==> config.mk <==
export PLATFORM = sky130hd
export DESIGN_NAME = data_cache
export DESIGN_NICKNAME = d
export VERILOG_FILES = /design/src/rtl/data_cache.sv
export SDC_FILE = /design/constraint.sdc
export NUM_CORES = 2
export LEC_CHECK = 0
export BUFFER_PORTS_ARGS = -buffer_cell sky130_fd_sc_hd__buf_2
export CAP_MARGIN = 20
export CORE_UTILIZATION = 30
export CTS_BUF_LIST = sky130_fd_sc_hd__clkbuf_8 sky130_fd_sc_hd__clkbuf_16
export CTS_CLUSTER_DIAMETER = 120
export DETAILED_ROUTE_END_ITERATION = 8
export SYNTH_ARGS = -nofsm -noshare
export SYNTH_HDL_FRONTEND = slang
export SYNTH_SLANG_ARGS = --single-unit
==> constraint.sdc <==
create_clock -name CLK -period 21.5 [get_ports CLK]
set_clock_uncertainty 0.2 [all_clocks]
set_input_delay 2.15 -clock CLK [delete_from_list [all_inputs] [get_ports CLK]]
set_output_delay 2.15 -clock CLK [all_outputs]
set_load 0.005 [all_outputs]
==> src/rtl/data_cache.sv <==
// Direct-mapped, write-back, write-allocate L1 data cache. Hits complete combinationally;
// misses stall the CPU while the FSM writes back a dirty victim and refills a 4-word block.
module data_cache #(
    parameter int INDEX_BITS = 3
) (
    input  logic         CLK,
    input  logic         RESET,
    input  logic [3:0]   memReadEn,
    input  logic [2:0]   memWriteEn,
    input  logic [31:0]  DATA_CACHE_ADDR,
    input  logic [31:0]  DATA_CACHE_DATA,
    output logic [31:0]  DATA_CACHE_READ_DATA,
    output logic         DATA_CACHE_BUSY_WAIT,
    output logic         MEM_READ,
    output logic         MEM_WRITE,
    output logic [27:0]  MEM_ADDR,
    output logic [127:0] MEM_WRITEDATA,
    input  logic [127:0] MEM_READDATA,
    input  logic         MEM_BUSYWAIT
);
    localparam int LINES    = 2 ** INDEX_BITS;
    localparam int TAG_BITS = 28 - INDEX_BITS;

    typedef enum logic [1:0] {IDLE, WRITEBACK, FETCH, UPDATE} state_t;

    state_t              state, next_state;
    logic [127:0]        data_array [LINES];
    logic [TAG_BITS-1:0] tag_array  [LINES];
    logic [LINES-1:0]    valid, dirty;
    logic [27:0]         miss_blk;
    logic [127:0]        refill_buf;

    logic [TAG_BITS-1:0]   tag, miss_tag;
    logic [INDEX_BITS-1:0] index, miss_index;
    logic                  is_store, is_load, access, hit, miss_start, store_hit;
    logic [127:0]          cur_line, merged_line;
    logic [31:0]           cur_word, merged_word;
    logic [7:0]            sel_byte;
    logic [15:0]           sel_half;

    assign tag        = DATA_CACHE_ADDR[31:4+INDEX_BITS];
    assign index      = DATA_CACHE_ADDR[4+INDEX_BITS-1:4];
    assign miss_tag   = miss_blk[27:INDEX_BITS];
    assign miss_index = miss_blk[INDEX_BITS-1:0];

    // A store wins when both enables are raised.
    assign is_store   = memWriteEn[2];
    assign is_load    = memReadEn[3] & ~is_store;
    assign access     = is_load | is_store;
    assign hit        = valid[index] && (tag_array[index] == tag);
    assign miss_start = (state == IDLE) && access && !hit;
    assign store_hit  = (state == IDLE) && is_store && hit;

    assign cur_line = data_array[index];
    assign cur_word = cur_line[{DATA_CACHE_ADDR[3:2], 5'b0} +: 32];
    assign sel_byte = cur_word[{DATA_CACHE_ADDR[1:0], 3'b0} +: 8];
    assign sel_half = cur_word[{DATA_CACHE_ADDR[1], 4'b0} +: 16];

    assign DATA_CACHE_BUSY_WAIT = !RESET && (miss_start || (state != IDLE));

    // NOTE: every always_comb output gets a default first so no path can infer a latch.
    always_comb begin
        DATA_CACHE_READ_DATA = '0;
        if (!RESET && is_load && hit && state == IDLE) begin
            case (memReadEn[2:0])
                3'b000:  DATA_CACHE_READ_DATA = {{24{sel_byte[7]}}, sel_byte};
                3'b001:  DATA_CACHE_READ_DATA = {{16{sel_half[15]}}, sel_half};
                3'b100:  DATA_CACHE_READ_DATA = {24'b0, sel_byte};
                3'b101:  DATA_CACHE_READ_DATA = {16'b0, sel_half};
                default: DATA_CACHE_READ_DATA = cur_word;
            endcase
        end
    end

    always_comb begin
        merged_word = cur_word;
        case (memWriteEn[1:0])
            2'b00:   merged_word[{DATA_CACHE_ADDR[1:0], 3'b0} +: 8] = DATA_CACHE_DATA[7:0];
            2'b01:   merged_word[{DATA_CACHE_ADDR[1], 4'b0} +: 16] = DATA_CACHE_DATA[15:0];
            default: merged_word = DATA_CACHE_DATA;
        endcase
        merged_line = cur_line;
        merged_line[{DATA_CACHE_ADDR[3:2], 5'b0} +: 32] = merged_word;
    end

    always_comb begin
        next_state    = state;
        MEM_READ      = 1'b0;
        MEM_WRITE     = 1'b0;
        MEM_ADDR      = '0;
        MEM_WRITEDATA = '0;
        case (state)
            IDLE: begin
                if (miss_start)
                    next_state = dirty[index] ? WRITEBACK : FETCH;
            end
            WRITEBACK: begin
                MEM_WRITE     = 1'b1;
                MEM_ADDR      = {tag_array[miss_index], miss_index};
                MEM_WRITEDATA = data_array[miss_index];
                if (!MEM_BUSYWAIT)
                    next_state = FETCH;
            end
            FETCH: begin
                MEM_READ = 1'b1;
                MEM_ADDR = miss_blk;
                if (!MEM_BUSYWAIT)
                    next_state = UPDATE;
            end
            default: next_state = IDLE;
        endcase
    end

    // NOTE: state assigned with <= so every flop samples pre-edge values regardless of block order.
    always_ff @(posedge CLK) begin
        if (RESET) begin
            state    <= IDLE;
            valid    <= '0;
            dirty    <= '0;
            miss_blk <= '0;
        end else begin
            state <= next_state;
            if (miss_start)
                miss_blk <= DATA_CACHE_ADDR[31:4];
            if (state == UPDATE) begin
                valid[miss_index] <= 1'b1;
                dirty[miss_index] <= 1'b0;
            end else if (store_hit) begin
                dirty[index] <= 1'b1;
            end
        end
    end

    // NOTE: data, tag and refill storage carry no reset; cleared valid bits make them unreachable.
    always_ff @(posedge CLK) begin
        if (state == FETCH && !MEM_BUSYWAIT)
            refill_buf <= MEM_READDATA;
        if (state == UPDATE) begin
            data_array[miss_index] <= refill_buf;
            tag_array[miss_index]  <= miss_tag;
        end else if (store_hit) begin
            data_array[index] <= merged_line;
        end
    end
endmodule

# Word-level counts from Yosys, hierarchy flattened

Memory sizes are Yosys's and may differ from the RTL's. A register that Yosys moved wholly into a read port is not among the register bits.
Cells that the tools add are included.

Register bits: 174
Bits in latches: 0
Bits in writable memories: 1224
Memory bits (read-only): 0
Output and inout port bits: 191
Logic and storage cells: 101
Memories kept: 2

Memories:

| memory     | words | bits a word | read ports | clocked after Yosys merged registers in | wr ports | line | text |
|---|---|---|---|---|---|---|---|
| data_array | 8     | 128         | 2          | 1                                       | 1        | 27   | `logic [127:0] data_array [LINES];` |
| tag_array  | 8     | 25          | 2          | 1                                       | 1        | 28   | `logic [TAG_BITS-1:0] tag_array [LINES];` |

Add/subtract/negate cells: 3
Multiply operators: 0
Div/mod/pow operators: 0
Order comparisons: 4
Equality and inequality tests: 11
Shifts and indexed selects: 9
Multiplexer cells: 37
Bitwise operators: 7
Reduce and logical (&&, ||, !) cells: 23

Operators by type and width:

| kind                                                                     | count |
|---|---|
| 128-bit 2-to-1 mux                                                       | 2 |
| 128-bit bitwise mux                                                      | 1 |
| 32-bit case mux with 4 select lines                                      | 1 |
| 128-bit OR reduction                                                     | 1 |
| 32-bit by 9-bit variable shift with 128-bit output, first input constant | 1 |
| 128-bit by 8-bit indexed part select with 32-bit output                  | 1 |
| 32-bit by 9-bit indexed part select with 128-bit output                  | 1 |
| 32-bit bitwise mux                                                       | 2 |
| 32-bit case mux with 2 select lines                                      | 1 |
| 28-bit case mux with 2 select lines                                      | 1 |
| 32-bit 2-to-1 mux                                                        | 1 |
| 16-bit by 7-bit variable shift with 32-bit output, first input constant  | 1 |
| 8-bit by 7-bit variable shift with 32-bit output, first input constant   | 1 |
| 16-bit by 7-bit indexed part select with 32-bit output                   | 1 |
| 32-bit by 6-bit indexed part select with 16-bit output                   | 1 |
| 32-bit by 6-bit indexed part select with 8-bit output                    | 1 |
| 8-bit by 7-bit indexed part select with 32-bit output                    | 1 |
| 25-bit == test                                                           | 1 |
| 8-bit 2-to-1 mux                                                         | 2 |
| 8-bit bitwise OR                                                         | 2 |
| 3-bit 2-to-1 mux                                                         | 5 |
| 5-bit negation with 7-bit output                                         | 2 |
| 1-bit logical AND                                                        | 12 |
| 1-bit 2-to-1 mux                                                         | 12 |
| other kinds (23)                                                         | 39 |

# Depth between registers and ports, before layout

Depth in word-level cells: 9
Mapped depth: 17

# Worst setup path after synthesis

OpenSTA, ideal clock, no wires.

Path kind: in2reg
Start: input port DATA_CACHE_ADDR[4]
End: memory data_array[7][0] (enable)
Data arrival time: 13.593 ns
Path slack: 6.915 ns
Stages on the path: 10
Path buffers: 2
Path through: buf_2 -> buf_2 -> mux4_2 -> mux2i_1 -> xor2_1 -> nand2_1 -> or4_1 -> nor4_4 -> nand2_1 -> o21ai_0

Longest elaborated chain between the ends: 9
Elaborated cells between the ends (all ways): 12
Classes of those cells: 1 x eq/ne; 7 x mux; 3 x reduce/logical; 1 x memory

RTL lines:

| item                                                                           | line | text |
|---|---|---|
| from (decl)                                                                    | 10   | `input logic [31:0] DATA_CACHE_ADDR,` |
| memory 8 x 25 bit or 1-bit binary-select mux with 3-bit select (tied branches) | --   |  |
| 25-bit == test or 1-bit 2-to-1 mux (tied branches)                             | 50   | `assign hit = valid[index] && (tag_array[index] == tag);` |
| 1-bit logical AND                                                              | 50   |  |
| 1-bit logical AND                                                              | 52   | `assign store_hit = (state == IDLE) && is_store && hit;` |
| 1-bit 2-to-1 mux                                                               | 141  | `end else if (store_hit) begin` |
| 1-bit 2-to-1 mux                                                               | 138  | `if (state == UPDATE) begin` |
| 1-bit 2-to-1 mux (implied by the code)                                         | 142  | `data_array[index] <= merged_line;` |
| 128-bit OR reduction (no line)                                                 | --   |  |
| 3-bit 2-to-1 mux (no line) or 1-bit 2-to-1 mux (tied branches)                 | --   |  |
| to (decl)                                                                      | 27   |  |

Parallel ways exist; a longest one is shown, timed or not. The select of a mux whose other input is x is not followed.

# Final worst setup path

Start: input port DATA_CACHE_ADDR[5]
End: output port DATA_CACHE_READ_DATA[15]

Longest elaborated chain between the ends: 6
Elaborated cells between the ends (all ways): 13
Classes of those cells: 1 x eq/ne; 3 x shift; 4 x mux; 3 x reduce/logical; 2 x memory

RTL lines:

| item                                                                       | line | text |
|---|---|---|
| parallel branches: the longest is 5 deep, another holds memory 8 x 128 bit | --   |  |
| 32-bit 2-to-1 mux (*)                                                      | 64   | `if (!RESET && is_load && hit && state == IDLE) begin` |
| to (decl)                                                                  | 12   | `output logic [31:0] DATA_CACHE_READ_DATA,` |

Every way passes the cells marked *. The select of a mux whose other input is x is not followed.

==> flow_metrics.tcl <==
set metrics [dict create \
    synth_compound_area_share_pct 5.24 \
    end_kind "output port" \
    internal_power_uw 5270 \
    critPathKind "in2out" \
    synth-seq-cells 1401 \
    finalCriticalPeriod_ns 10.13 \
    final_hold_viol_count 0 \
    antenna_found_initial 25 \
    clockBufferDepth 3 \
    p_seq_share_pct 44.6 \
    ctsResizeCount 0 \
    violations "slew limit" \
    seq_area_um2 41600 \
    fillers 21100 \
    wl_per_cell_um 31.0 \
    worstSetupStartpointType "input port" \
    synth_edf_count 1352 \
    yosysUniqueCellTypes 59 \
    synthFlopType "edfxtp_1" \
    path_clk_slew_ns 0.06 \
    die_height_um 476 \
    top_level_ports 393 \
    root_buffer "clkbuf_16" \
    cp_slowest_stage_delay_ns 0.95 \
    gp_congestion 0.938 \
    crit_family "buffers and inverters" \
    maxCapViolations 0 \
    drt-total-wl_um 229000 \
    busiest_layer "met2" \
    die_w_um 476 \
    initial_core_util_pct 30.3 \
    switching_share_pct 29.0 \
    rsz0062_at_grt "false" \
    grt_pass1_vias 41400 \
    syn-num-nets 4157 \
    nNetsFinal 4487 \
    grt_overflow 0 \
    row_count 173 \
    ant_nets 0 \
    p_sw_uw 2150 \
    hold_path.class "reg2reg" \
    maxSlewViolCount 27 \
    vias_per_cell 5.65 \
    cp_slowest_cell "buf_4" \
    synthAdderAreaFrac_pct 0.278 \
    max_freq_mhz 98.7 \
    hpwl_um 146000 \
    synth_top_family_by_area "multiplexers" \
    outcome "finished with violations" \
    slew_headroom_pct -3.45 \
    drc 0 \
    synth.area.mux_share_pct 26.0 \
    synth_xor_area_share_pct 0.104 \
    vias 41700 \
    syn-cell-area_um2 67500 \
    grt_first_pass_wirelength_um 318000 \
    drtPass1Iterations 6 \
    cts.htree.levels 4 \
    gr-usage-met3_pct 4.50 \
    ir_drop_mv 0.0682 \
    fin_setup_tns_ns 0 \
    ys_warn_count 0 \
    postCtsSetupBuffers 0 \
    total_leakage_power_uw 0.0253 \
    port_buffers 392 \
    cp.arrival_ns 7.78 \
    cts_buffers 155 \
    grt_usage_pct 19.7 \
    path_cells "buf_8, buf_4, buf_4, mux4_2, mux4_2, mux2i_1, nand2_1, o21ai_0, mux2i_1, a21oi_1, a221oi_1, buf_2" \
    critPathBufInv 4 \
    drive_above_1_share_pct 32.5 \
    fin_crit_sh_pct 47.1 \
    p_comb_share_pct 19.9 \
    holdBufCountCts 0 \
    synthCells 3940 \
    max_slew.worst_pin.slew_ns 1.55 \
    placed_cells 7087 \
    pwr-share-clk_pct 35.4 \
    synthArstFlopShare_pct 0 \
    core-area_um2 223000 \
    avgSynthCellArea_um2 17.1 \
    total_power_uw 7410 \
    required_ns 19.15 \
    fin_cells 7389 \
    synth_simple_gate_area_share_pct 4.71 \
    ys_seq_area_share_pct 61.6 \
    area_growth_pct 15.5 \
    dieArea_um2 227000 \
    gr-usage-met2_pct 30.4 \
    clock_latency_ns 0.83 \
    p_per_area_nw_per_um2 95.1 \
    multi_input_area_um2 24700 \
    setup_violations 0 \
    cts_tree "yes" \
    cts_num_sinks 1401 \
    crit_fanout 75 \
    use_met1_pct 25.3 \
    grt_max_degree 119 \
    first_iter_violations 5095 \
]
==> final timing paths <==
path,start,endpoint,slack [ns],depth (start not counted)
max reg2reg,tag_array[7][4],data_array[4][18],15.38,10
max,DATA_CACHE_ADDR[5],DATA_CACHE_READ_DATA[15],11.37,12
min,valid[7],valid[7],0.27,2
min reg2reg,valid[7],valid[7],0.27,2
==> synthesized netlist by cell type (all sizes together) (19+ instances only) <==
master  number  area, um^2
mux2       133        1500
nand2      133         499
mux2i      327        3270
nand4       19         119
dfxtp       49         981
nand2b      79         494
o32ai       35         307
a22oi      100         751
o21ai       71         355
o221ai      22         193
inv         24        90.1
clkbuf     161         604
a21oi      143         716
o22ai       75         469
nor2b      157         982
edfxtp    1352       40600
mux4       567       12800
buf        139         708
nor2       157         589
a221oi      19         166
==> worst register-to-register path: cells and delay by family (launching register included) <==
family          cells  cell delay, ns
xor+xnor            1            0.36
flops               1            0.38
simple gates        4            1.69
buf+inv             2            1.24
mux                 2            0.64
compound gates      1            0.97
==> area by class of cell <==
class	count	share of cell area, %
clock buffers	158	5.04
well taps	2975	4.77
inverters	29	0.146
flip-flops and latches	1401	53.3
repair buffers	473	3.52
clock inverters	124	1.39
diodes	19	0.0610
multi-input cells	2210	31.7
==> power groups by stage <==
stage,registers (uW),clock network (uW),logic [uW]
after global routing,3320,2760,1550
after CTS,3310,2660,1480
final,3310,2630,1480
after floorplan,3300,0,944
after detailed placement,3360,0,1480
after global placement,3360,0,1470
==> registers in the layout, indices dropped and copies added (netlist names), named ones only <==
signal,cells
valid,8
dirty,8
data_array,1024
tag_array,200
miss_blk,28
state,2
refill_buf,128
==> cells by family after synthesis <==
family | count (synthesis)
AND/OR/NAND/NOR | 620
XOR/XNOR | 8
AO/OA/AOI/OAI | 540
flip-flops | 1401
buffers and inverters | 329
multiplexers | 1027
adder cells (fa/ha/maj) | 15
==> routing by layer <==
metal	routed length, um	vias up	part of all wire, %
met5	54	-	0.024
met4	14400	10	6.3
met3	22200	477	9.7
met2	105000	2502	46
met1	87300	21800	38
li1	-	17000	-
==> placed cells by master (no fill, tap or decap), drive strengths merged, types with 10 or more instances in the layout <==
cell type / n
o221ai: 22
a31oi: 10
nand2b: 79
o22ai: 75
o32ai: 35
nand2: 133
mux4: 567
diode: 19
dfxtp: 49
mux2i: 327
buf: 473
or3: 18
a221oi: 19
nand4: 19
nor2b: 157
clkbuf: 158
nand3: 16
o21a: 18
inv: 62
a22oi: 100
mux2: 133
a21oi: 143
ha: 15
edfxtp: 1352
bufinv: 12
clkinv: 75
o21ai: 71
o211ai: 14
nor2: 157
==> metrics by stage <==
| step | utilization [%] | hold slack (ns) | worst slack (ns) | instance area, um^2 |
|---|---|---|---|---|
| global placement | 32.7 | 0.246 | 11.54 | 72800 |
| floorplan | - | 0.235 | 6.91 | 67500 |
| CTS | 34.9 | 0.273 | 11.49 | 77900 |
| detailed placement | 32.7 | 0.259 | 11.49 | 72900 |
| finish | 35.0 | 0.267 | 11.37 | 78000 |
| global route | 35.0 | 0.301 | 11.20 | 78000 |
Power figures use the tool's default switching activity.
